[src/rtl/mdu_pkg.sv]
// Shared definitions for the iterative multiply/divide unit.
// Op encodings, FSM state type and iteration count.
package mdu_pkg;

    localparam logic [1:0] MDU_MULTU = 2'b00;
    localparam logic [1:0] MDU_MULT  = 2'b01;
    localparam logic [1:0] MDU_DIVU  = 2'b10;
    localparam logic [1:0] MDU_DIV   = 2'b11;

    localparam int MDU_ITER = 32;

    typedef enum logic [1:0] {
        S_IDLE = 2'b00,
        S_RUN  = 2'b01,
        S_DONE = 2'b10
    } mdu_state_t;

endpackage

[src/rtl/mdu_step.sv]
// One iteration: shift-add multiply or restoring-divide step
// on a 2*DATA_W accumulator.
module mdu_step #(
    parameter int DATA_W = 32
) (
    input  logic                is_div,
    input  logic [2*DATA_W-1:0] acc,
    input  logic [DATA_W-1:0]   operand,
    output logic [2*DATA_W-1:0] acc_next
);

    logic [DATA_W:0]   mul_sum;
    logic [DATA_W+1:0] div_diff;

    always_comb begin
        mul_sum  = {1'b0, acc[2*DATA_W-1:DATA_W]};
        if (acc[0]) begin
            mul_sum = mul_sum + {1'b0, operand};
        end
        // Shifted partial remainder is DATA_W+1 bits; an extra bit catches the borrow.
        div_diff = {1'b0, acc[2*DATA_W-1:DATA_W-1]} - {2'b00, operand};
        acc_next = {mul_sum, acc[DATA_W-1:1]};
        if (is_div) begin
            if (!div_diff[DATA_W+1]) begin
                acc_next = {div_diff[DATA_W-1:0], acc[DATA_W-2:0], 1'b1};
            end else begin
                acc_next = {acc[2*DATA_W-2:0], 1'b0};
            end
        end
    end

endmodule

[src/rtl/mul_div_unit.sv]
// Multi-cycle MULT/MULTU/DIV/DIVU unit owning the HI/LO registers.
// One result bit per cycle; signs handled by magnitude + final fix-up.
module mul_div_unit
    import mdu_pkg::*;
#(
    parameter int DATA_W = 32
) (
    input  logic              clk_i,
    input  logic              rst_i,
    input  logic              start_i,
    input  logic [1:0]        op_i,
    input  logic [DATA_W-1:0] src1_i,
    input  logic [DATA_W-1:0] src2_i,
    input  logic              hi_we_i,
    input  logic              lo_we_i,
    input  logic [DATA_W-1:0] wdata_i,
    output logic              busy_o,
    output logic              done_o,
    output logic [DATA_W-1:0] hi_o,
    output logic [DATA_W-1:0] lo_o
);

    localparam int CNT_W = $clog2(MDU_ITER);
    localparam logic [CNT_W-1:0] LAST = CNT_W'(MDU_ITER - 1);

    mdu_state_t          state;
    logic [CNT_W-1:0]    cnt;
    logic                is_div_q;
    logic                neg_lo_q;
    logic                neg_hi_q;
    logic                dz_q;
    logic [DATA_W-1:0]   a_q;
    logic [DATA_W-1:0]   b_q;
    logic [2*DATA_W-1:0] acc_q;
    logic [2*DATA_W-1:0] acc_n;

    logic                is_signed;
    logic                s1_neg;
    logic                s2_neg;
    logic [DATA_W-1:0]   a_mag;
    logic [DATA_W-1:0]   b_mag;

    logic [2*DATA_W-1:0] prod;
    logic [DATA_W-1:0]   quo;
    logic [DATA_W-1:0]   rem;
    logic [DATA_W-1:0]   res_hi;
    logic [DATA_W-1:0]   res_lo;

    always_comb begin
        is_signed = (op_i == MDU_MULT) || (op_i == MDU_DIV);
        s1_neg    = is_signed && src1_i[DATA_W-1];
        s2_neg    = is_signed && src2_i[DATA_W-1];
        a_mag     = s1_neg ? -src1_i : src1_i;
        b_mag     = s2_neg ? -src2_i : src2_i;
    end

    mdu_step #(
        .DATA_W (DATA_W)
    ) u_step (
        .is_div   (is_div_q),
        .acc      (acc_q),
        .operand  (b_q),
        .acc_next (acc_n)
    );

    always_comb begin
        prod   = neg_lo_q ? -acc_n : acc_n;
        quo    = acc_n[DATA_W-1:0];
        rem    = acc_n[2*DATA_W-1:DATA_W];
        quo    = neg_lo_q ? -quo : quo;
        rem    = neg_hi_q ? -rem : rem;
        res_hi = prod[2*DATA_W-1:DATA_W];
        res_lo = prod[DATA_W-1:0];
        if (is_div_q) begin
            res_hi = rem;
            res_lo = quo;
            // Zero divisor reports the raw dividend, not the sign-fixed one.
            if (dz_q) begin
                res_hi = a_q;
                res_lo = '1;
            end
        end
    end

    always_ff @(posedge clk_i) begin
        if (rst_i) begin
            state    <= S_IDLE;
            cnt      <= '0;
            busy_o   <= 1'b0;
            done_o   <= 1'b0;
            hi_o     <= '0;
            lo_o     <= '0;
            is_div_q <= 1'b0;
            neg_lo_q <= 1'b0;
            neg_hi_q <= 1'b0;
            dz_q     <= 1'b0;
            a_q      <= '0;
            b_q      <= '0;
            acc_q    <= '0;
        end else begin
            done_o <= 1'b0;
            if (!busy_o && hi_we_i) begin
                hi_o <= wdata_i;
            end
            if (!busy_o && lo_we_i) begin
                lo_o <= wdata_i;
            end
            unique case (state)
                S_IDLE, S_DONE: begin
                    state <= S_IDLE;
                    if (start_i) begin
                        state    <= S_RUN;
                        busy_o   <= 1'b1;
                        cnt      <= '0;
                        is_div_q <= op_i[1];
                        neg_lo_q <= s1_neg ^ s2_neg;
                        neg_hi_q <= s1_neg;
                        dz_q     <= (src2_i == '0);
                        a_q      <= src1_i;
                        b_q      <= b_mag;
                        acc_q    <= {{DATA_W{1'b0}}, a_mag};
                    end
                end
                S_RUN: begin
                    acc_q <= acc_n;
                    cnt   <= cnt + 1'b1;
                    if (cnt == LAST) begin
                        state  <= S_DONE;
                        busy_o <= 1'b0;
                        done_o <= 1'b1;
                        hi_o   <= res_hi;
                        lo_o   <= res_lo;
                    end
                end
                default: begin
                    state  <= S_IDLE;
                    busy_o <= 1'b0;
                end
            endcase
        end
    end

endmodule
[config.mk]
export PLATFORM = sky130hd
export DESIGN_NAME = mul_div_unit
export DESIGN_NICKNAME = d
export VERILOG_FILES = /design/src/rtl/mdu_pkg.sv /design/src/rtl/mdu_step.sv /design/src/rtl/mul_div_unit.sv
export SDC_FILE = /design/constraint.sdc
export NUM_CORES = 1
export LEC_CHECK = 0
export ABC_AREA = 1
export CAP_MARGIN = 20
export CORE_ASPECT_RATIO = 0.7
export CORE_MARGIN = 2
export CORE_UTILIZATION = 40
export CTS_CLUSTER_DIAMETER = 30
export DETAILED_ROUTE_END_ITERATION = 12
export PLACE_DENSITY = 0.67
export SLEW_MARGIN = 20
export SYNTH_ARGS = -nofsm -noshare
export SYNTH_HDL_FRONTEND = slang
export SYNTH_SLANG_ARGS = --single-unit
[constraint.sdc]
create_clock -name clk_i -period 4.5 [get_ports clk_i]
set_input_delay 0.675 -clock clk_i [delete_from_list [all_inputs] [get_ports clk_i]]
set_output_delay 0.675 -clock clk_i [all_outputs]
set_load 0.02 [all_outputs]
== Yosys cells after proc, flatten, opt, wreduce, memory -nomap -nowiden ==
Index checks and enable logic that the tools add are counted.

* Bits of input ports: 103
* Register bits after elaboration: 205
* Output and inout bits: 66

* Eq/ne operators: 7
* Reductions and logical operators: 14
* Bitwise gates (word level): 2
* $add $sub $neg: 8
* Multiplexer cells: 29

{| class="wikitable"
|+ Operators with widths
! kind !! count
|-
| $mux 32 || 14
|-
| $mux 64 || 4
|-
| $neg 32->32 || 4
|-
| $pmux 64 s2 || 1
|-
| $neg 64->64 || 1
|-
| $sub 33x32->34 || 1
|-
| $add 32x32->33 || 1
|-
| $mux 33 || 1
|-
| $logic_not 32->1 || 1
|-
| $pmux 5 s2 || 1
|-
| $reduce_and 2->1 || 3
|-
| $add 5x1->5 const B || 1
|-
| $eq 5x5->1 const B || 1
|-
| $mux 5 || 1
|-
| $eq 2x1->1 const B || 2
|-
| $eq 2x2->1 const B || 2
|-
| $logic_and 1x1->1 || 4
|-
| $mux 1 || 4
|-
| $ne 2x2->1 const B || 2
|-
| $pmux 2 s2 || 1
|-
| $reduce_or 2->1 || 2
|-
| $logic_not 2->1 || 1
|-
| $mux 2 || 1
|-
| $pmux 1 s2 || 1
|-
| 5 further kinds || 5
|}

== Longest topological paths before layout ==
Gate-level depths: netlist of the first run.

* Depth after elaboration: 9
* Depth in mapped cells: 35
* Mapped depth without buffers: 34

== By module ==
From an unflattened synthesis of the first run, not the netlist that was laid out.

* Cell total of the unflattened synthesis: 3582
* Area, all modules: 19662.6 sq um

{| class="wikitable"
|+ Modules (own cells, without submodules)
! module !! cells each !! times used !! area an instance (sq um)
|-
| mul_div_unit || 2199 || 1 || 13233.9
|-
| mdu_step || 1383 || 1 || 6428.7
|}

== Least setup slack after synthesis of the first run ==
Ideal clock, no wire load.

* Path kind: register to register
* From: register b_q[24]
* To: register hi_o[28]
* Library setup time: 0.117 ns
* Data required time: 4.383 ns
* Slack: 0.775 ns
* Buffers on the path: 1
* Data arrival time: 3.608 ns
* Cell stages (with the launch flop): 32
* Path through: dfxtp_1 > inv_1 > ha_1 > nand2_1 > nand2_1 > o21bai_1 > inv_1 > nand2_2 > a21oi_4 > nand2_8 > buf_12 > nand2_4 > nand2_1 > inv_1 > ha_1 > nand3_1 > nor2_2 > nand2_1 > nor2_2 > nand2_1 > nor2_2 > nand4_1 > nand2_1 > o21ai_2 > a21oi_4 > nand2_2 > a21oi_4 > nand3_1 > nand3_1 > nand2_1 > nor2_1 > nor2_1

* Cells in the longest elaborated chain, start to end: 9
* Elaborated cells between the ends (all ways): 13
* Classes of those cells: 4 x add/sub; 9 x mux

{| class="wikitable"
|+ RTL lines
! item !! line !! RTL
|-
| start: declaration || mul_div_unit.sv:33 || <nowiki>logic [DATA_W-1:0] b_q;</nowiki>
|-
| start signal: assignment || mul_div_unit.sv:120 || <nowiki>b_q <= b_mag;</nowiki>
|-
| $sub 33x32->34 / $add 32x32->33 (equally long branches) || mdu_step.sv:21, mdu_step.sv:18 ||
|-
| $mux 64 / $mux 33 (equally long branches) || mdu_step.sv:24, mdu_step.sv:17 ||
|-
| $mux 64 * || mdu_step.sv:23 || <nowiki>if (is_div) begin</nowiki>
|-
| $neg 32->32 || mul_div_unit.sv:71 || <nowiki>rem = neg_hi_q ? -rem : rem;</nowiki>
|-
| $mux 32 || mul_div_unit.sv:71 ||
|-
| $mux 32 || mul_div_unit.sv:78 || <nowiki>if (dz_q) begin</nowiki>
|-
| $mux 32 * || mul_div_unit.sv:74 || <nowiki>if (is_div_q) begin</nowiki>
|-
| $mux 32 * || mul_div_unit.sv:127 || <nowiki>if (cnt == LAST) begin</nowiki>
|-
| $mux 32 * || mul_div_unit.sv:108 || <nowiki>unique case (state)</nowiki>
|-
| end signal: assignment || mul_div_unit.sv:103 || <nowiki>hi_o <= wdata_i;</nowiki>
|-
| end signal: assignment || mul_div_unit.sv:131 || <nowiki>hi_o <= res_hi;</nowiki>
|-
| end: declaration || mul_div_unit.sv:19 || <nowiki>output logic [DATA_W-1:0] hi_o,</nowiki>
|}

Every way passes the cells marked *; elsewhere a longest branch is shown, timed or not.
A chain may end at the register's enable or synchronous reset.

== Final worst setup path of the first run ==
* From: register b_q[17]
* To: register hi_o[25]

The elaborated chain is that of the path after synthesis.

==> results of run 1 <==
==> layer usage <==
| layer | global-route usage [%] | vias up | part of all wire, % |
|---|---|---|---|
| li1 | - | 10900 | - |
| met1 | 50.0 | 10200 | 47 |
| met2 | 41.6 | 1226 | 36 |
| met3 | 11.8 | 102 | 15 |
| met4 | 6.83 | 2 | 1.8 |
| met5 | 0 | - | 0.016 |
==> worst paths after layout <==
path	slack, ps	end	depth (start not counted)	startpoint
worst max-delay path	320	hi_o[25]	23	b_q[17]
worst min-delay path	430	busy_o	1	state[0]
worst max register to register	320	hi_o[25]	23	b_q[17]
worst min register to register	430	busy_o	1	state[0]
==> sequential cells by signal (all words and copies together) (netlist names), 2 cells and up <==
signal,count
a_q,32
cnt,5
b_q,32
acc_q,64
lo_o,32
state,2
hi_o,32
==> cell usage in the layout (no fill, tap or decap), drive strengths merged, types with 3 or more instances in the layout <==
| master | synthesis | layout |
|---|---|---|
| ha | 70 | 70 |
| a21oi | 245 | 245 |
| nand4 | 28 | 28 |
| buf | 43 | 66 |
| clkbuf | 90 | 55 |
| a221oi | 9 | 9 |
| a31oi | 33 | 33 |
| nor4 | 10 | 10 |
| nand3 | 234 | 234 |
| nand3b | 11 | 11 |
| o22ai | 15 | 15 |
| clkinvlp | 0 | 10 |
| clkinv | 5 | 19 |
| inv | 483 | 486 |
| o21a | 3 | 3 |
| xnor2 | 35 | 35 |
| clkdlybuf4s50 | 0 | 167 |
| nand2 | 951 | 951 |
| o21ai | 270 | 270 |
| bufinv | 0 | 9 |
| nor3 | 35 | 35 |
| and2 | 4 | 4 |
| o221ai | 23 | 23 |
| xor2 | 54 | 54 |
| a311oi | 5 | 5 |
| a211oi | 7 | 7 |
| dfxtp | 205 | 205 |
| or2 | 12 | 12 |
| o211ai | 17 | 17 |
| nor2 | 355 | 355 |
| o21bai | 11 | 11 |
==> kinds of logic (layout without fill, tap and decap cells) <==
group / count (synthesis) / after routing
mux: 2 / 2
fa+ha+maj: 72 / 72
buf+inv: 621 / 812
xor+xnor: 89 / 89
simple gates: 1642 / 1642
flops: 205 / 205
compound gates: 645 / 645
==> through the flow <==
stage          instances  setup TNS [ps]  util (%)
2_1_floorplan       3276               0         -
3_3_place_gp        3985               0      45.6
3_5_place_dp        3985               0      45.6
4_1_cts             4076               0      49.5
5_1_grt             4079           -1.22      49.7
6_report            4079               0      49.7
==> final cells by class <==
class | instances | area [um2]
fillers | 4917 | 23300
multi-input cells | 2450 | 12400
flip-flops and latches | 205 | 4110
repair buffers | 233 | 2180
inverters | 488 | 1830
clock buffers | 55 | 1290
well taps | 612 | 766
clock inverters | 36 | 500
==> what timing repair did <==
item / in CTS / in global routing
resized for setup: 0 / 21
buffers inserted: 0 / 3
endpoints found under the setup margin: 0 / 14
==> where the power goes <==
| part | switching, W | internal (W) |
|---|---|---|
| combinational | 0.00199 | 0.000943 |
| sequential | 0.000119 | 0.00195 |
| clock | 0.00129 | 0.00259 |
==> reports/qor.txt, run 1 <==
Die Span X -> 263 um
Startpoint types -> register
Post-synthesis simple-gate area fraction -> 37.1%
Wirelength per Cell -> 20.1 um
Worst Hold Class -> reg -> reg
Detailed placer's ending HPWL -> 64.2 mm
Area grow syn2layout -> 22.8%
Slew Limit Headroom -> 27.5%
Leak -> 11.0 nW
Status -> finished, final reports clean
Routability Congestion -> 1.02
Synth top area cells -> dfxtp_1 (22%), nand2_1 (18%), inv_1 (9.5%), nor2_1 (6.5%), a21oi_1 (6.4%)
Vias -> 22400
DRC -> 0
Largest fanout on the critical path -> 18
Final setup margin -> 323 ps
Number of flops mapped to enable cells by yosys -> 0
Worst-skew pair later-pin latency -> 600 ps
Hold-fix buffers, CTS -> 0
Clock Skews -> 35.2 ps
Initial DRT Pass Iterations -> 6
Asr flop ratio synth -> 0%
Xor and xnor area share after synthesis -> 4.15%
Initial Util -> 40.5%
GRT Total Usage -> 32.6%
Design Power -> 0.00889 W
Cell Pwr Density -> 385 nW/um2
Synth Area in Compound Gates -> 19.2%
Most numerous cell on the critical path -> nand2_1
Syn nets -> 3451
Largest family of logic cells by synthesized area -> simple AND/OR/NAND/NOR gates
Min Hold Slack -> 433 ps
DP Worst Slack -> 353 ps
Clk slew on worst S/H paths -> 50 ps
YS warnings -> 0
Syn Area/Cell -> 5.74 um2
Worst VDD drop -> 0.301 mV
Cell area after synthesis -> 18800 um2
Max-slew violation count -> 0
Final ANT Viol Nets -> 0
Min cycle time layout -> 4180 ps
Cell variety after synth -> 57
CTS tree -> done
Cell with the most instances after synthesis -> nand2_1
Clk root buf -> clkbuf_16
WL final -> 82.0 mm
Prevailing post-synth register cell -> dfxtp_1
First-pass GRT wire length -> 122 mm
Final instance area -> 23100 um2
Worst Path Arrival -> 4640 ps
Register bit total from synthesis -> 205
Pin slew with the least headroom to its limit -> 1080 ps
Core Box Area -> 46400 um2
Crit path kind -> reg -> reg
Max incr delay on CP -> 400 ps
Worst path cell trace -> inv_1 -> ha_1 -> nand2_1 -> nor2_2 -> inv_1 -> nor3_2 -> and2_4 -> nand2_4 -> nand2_8 -> buf_4 -> nand2_1 -> nand3_1 -> nand2_2 -> nor2_1 -> nand2_1 -> nor2_2 -> nand2_1 -> nor2_1 -> o21ai_0 -> nand3_1 -> nand3_1 -> nand2_1 -> inv_1
Fin. Hold Viols -> 0
CTS HTree Levels -> 2
Num Clock Sinks -> 205
Crit share post-route -> 92.8%
CTS Buffer Depth -> 3
Top post-synthesis cells by count -> nand2_1 (921), inv_1 (475), nor2_1 (326), a21oi_1 (242), o21ai_0 (238)
Buffers plus inverters on the worst setup path -> 4
Vias per std cell -> 5.50
Top delay family on crit path -> simple AND/OR/NAND/NOR gates
Vias in the first global route -> 19800
Final setup fails -> 0
Num CTS Buffers -> 49
Final nets -> 3602
Ant. Diodes -> 0
Remaining Overflow, GRT -> 0
Largest net degree at the start of global routing -> 78
Die extent in y -> 185 um
Boundary Pins -> 169
Slowest CP cell -> dfxtp_1
Core Rows -> 66
DR iter-0 viols -> 3040
Share of cells above drive strength 1 -> 8.05%
DP Area -> 21200 um2
Max-Cap Viols -> 0
Initial antenna violation count -> 2
Adder-cell share of the synthesized area -> 4.87%
Critical Path End Type -> register
Worst EP required -> 4970 ps
Area share of the largest cell type after synthesis -> 21.8%
Full die area -> 48800 um2
Port Buffers -> 168
Sequential area share after synthesis -> 21.8%
Cell taking the most area after synthesis -> dfxtp_1
Mux contribution to synthesized area -> 0.107%
FMAX -> 239 MHz
Synth Instances -> 3276
Power figures use the tool's default switching activity.
==> run 2, diff against run 1 <==
Settings changed: MAX_ROUTING_LAYER set to met4.
==> run 2 against run 1 <==
Critical path depth rose by 8. Combinational power barely moved. Clock skew rose by 14 ps. Sequential cell count did not move. Final cell count did not move. Worst setup slack improved by 30 ps. Maximum frequency rose by 0.73%.
==> reports/qor.txt, run 2 (synthesis results as in run 1) <==
Status -> finished, final reports clean
Port Buffers -> 168
Detailed placer's ending HPWL -> 64.5 mm
First-pass GRT wire length -> 122 mm
Core Rows -> 66
Most common cell after layout, fill and taps aside -> nand2_1
Switch Pwr -> 0.00331 W
DR iter-0 viols -> 3191
Final Core Density -> 49.8%
Slew Limit Headroom -> 28.5%
CTS HTree Levels -> 2
Vias -> 22600
Sequential power share -> 24.0%
Most flops, register -> acc_q
Die extent in y -> 185 um
Crit share post-route -> 92.1%
DRC -> 0
Clk pwr share -> 41.7%
Largest fanout on the critical path -> 8
GRT Total Usage -> 33.6%
RSZ-0062 raised after global routing -> no
Fin. Hold Viols -> 0
Leak -> 11.0 nW
Pin slew with the least headroom to its limit -> 1060 ps
WL final -> 81.6 mm
Die Span X -> 263 um
Most frequent cells in the layout -> nand2_1 (915), inv_1 (474), nor2_1 (324)
Final ANT Viol Nets -> 0
Initial DRT Pass Iterations -> 6
Area grow syn2layout -> 22.9%
Cell Pwr Density -> 373 nW/um2
Sw frac -> 38.3%
CTS tree -> done
Min cycle time layout -> 4150 ps
FF/Latch Area -> 4120 um2
Hold-fix buffers, CTS -> 0
Num CTS Buffers -> 45
Num Clock Sinks -> 205
Core Box Area -> 46400 um2
Flop-to-flop setup slack -> 350 ps
Clk slew on worst S/H paths -> 50 ps
Worst VDD drop -> 0.283 mV
Max incr delay on CP -> 360 ps
Full die area -> 48800 um2
Initial Util -> 40.5%
Worst EP required -> 4930 ps
Multi-input gate area -> 12500 um2
Crit path kind -> reg -> reg
Design Power -> 0.00863 W
Int Pwr -> 0.00532 W
Ant. Diodes -> 0
Initial antenna violation count -> 3
Fillers -> 4915
Worst Hold Class -> reg -> reg
Wirelength per Cell -> 20.0 um
Worst Path Arrival -> 4580 ps
Max-slew violation count -> 0
Routability Congestion -> 1.05
Share of cells above drive strength 1 -> 8.19%
Largest net degree at the start of global routing -> 84
Boundary Pins -> 169
Clock Skews -> 48.8 ps
Worst-skew pair later-pin latency -> 600 ps
Logic gate share of total power -> 34.3%
Remaining Overflow, GRT -> 0
FMAX -> 241 MHz
Max-Cap Viols -> 0
Critical Path End Type -> register
CTS Buffer Depth -> 3
Vias per std cell -> 5.53
Number of flip-flops in the largest register -> 64
Startpoint types -> register
Slowest CP cell -> ha_1
Total negative slack -> 0 ps
Final setup fails -> 0
Final nets -> 3607
Vias in the first global route -> 19400
Clk root buf -> clkbuf_16
-- run 2: changes by cell type in the layout (fill, tap and decap cells not counted), sizes merged --
cell / previous run / this run
buf: 66 / 75
bufinv: 9 / 7
clkbuf: 55 / 58
clkinv: 19 / 13
clkinvlp: 10 / 8
inv: 486 / 484
-- run 2: through the flow --
step	std cells	instance area (um2)	setup WS, ps	hold slack [ps]
after floorplan	3276	18800	775	416
after CTS	4073	22900	320	424
final	4079	23100	353	433
after global routing	4079	23100	2.80	459
after global placement	3991	21200	424	428
after detailed placement	3991	21200	379	436
-- run 2: critical path: cells and delay by family, from the launching register on --
kind,cells,cell delay (ps)
AO/OA/AOI/OAI,3,520
adder cells (fa/ha/maj),2,540
buffers and inverters,5,450
flip-flops,1,330
AND/OR/NAND/NOR,21,2170
-- run 2: layout make-up --
class,count,area share [%]
Sequential cell,205,17.8
Clock inverter,24,1.68
Tap cell,612,3.31
Inverter,488,7.93
Clock buffer,58,5.48
Timing Repair Buffer,242,9.78
Multi-Input combinational cell,2450,54.0
-- run 2: final timing paths --
kind	from	endpoint	depth (start not counted)
worst max-delay path	b_q[24]	hi_o[30]	31
worst min-delay path	state[0]	busy_o	1
worst max register to register	b_q[24]	hi_o[30]	31
worst min register to register	state[0]	busy_o	1
-- run 2: metal layers --
| metal | track usage (%) | up-vias | routed length [um] |
|---|---|---|---|
| li1 | - | 10900 | - |
| met1 | 51.8 | 10200 | 38800 |
| met3 | 9.12 | 83 | 11800 |
| met5 | - | - | 0 |
| met4 | 5.23 | 0 | 1060 |
| met2 | 42.3 | 1341 | 29900 |
-- run 2: power by group through the flow --
| stage | Sequential (W) | Clock [W] | Combinational, W |
|---|---|---|---|
| after CTS | 0.00206 | 0.00362 | 0.00282 |
| after floorplan | 0.00209 | 0 | 0.00185 |
| after global placement | 0.00209 | 0 | 0.00281 |
| final | 0.00207 | 0.00360 | 0.00296 |
| after detailed placement | 0.00209 | 0 | 0.00281 |
| after global routing | 0.00208 | 0.00370 | 0.00323 |
-- run 2: what timing repair did --
item | 4_1_cts | 5_1_grt
endpoints found under the setup margin | 0 | 12
gates resized for setup | 0 | 33
buffers inserted | 0 | 6
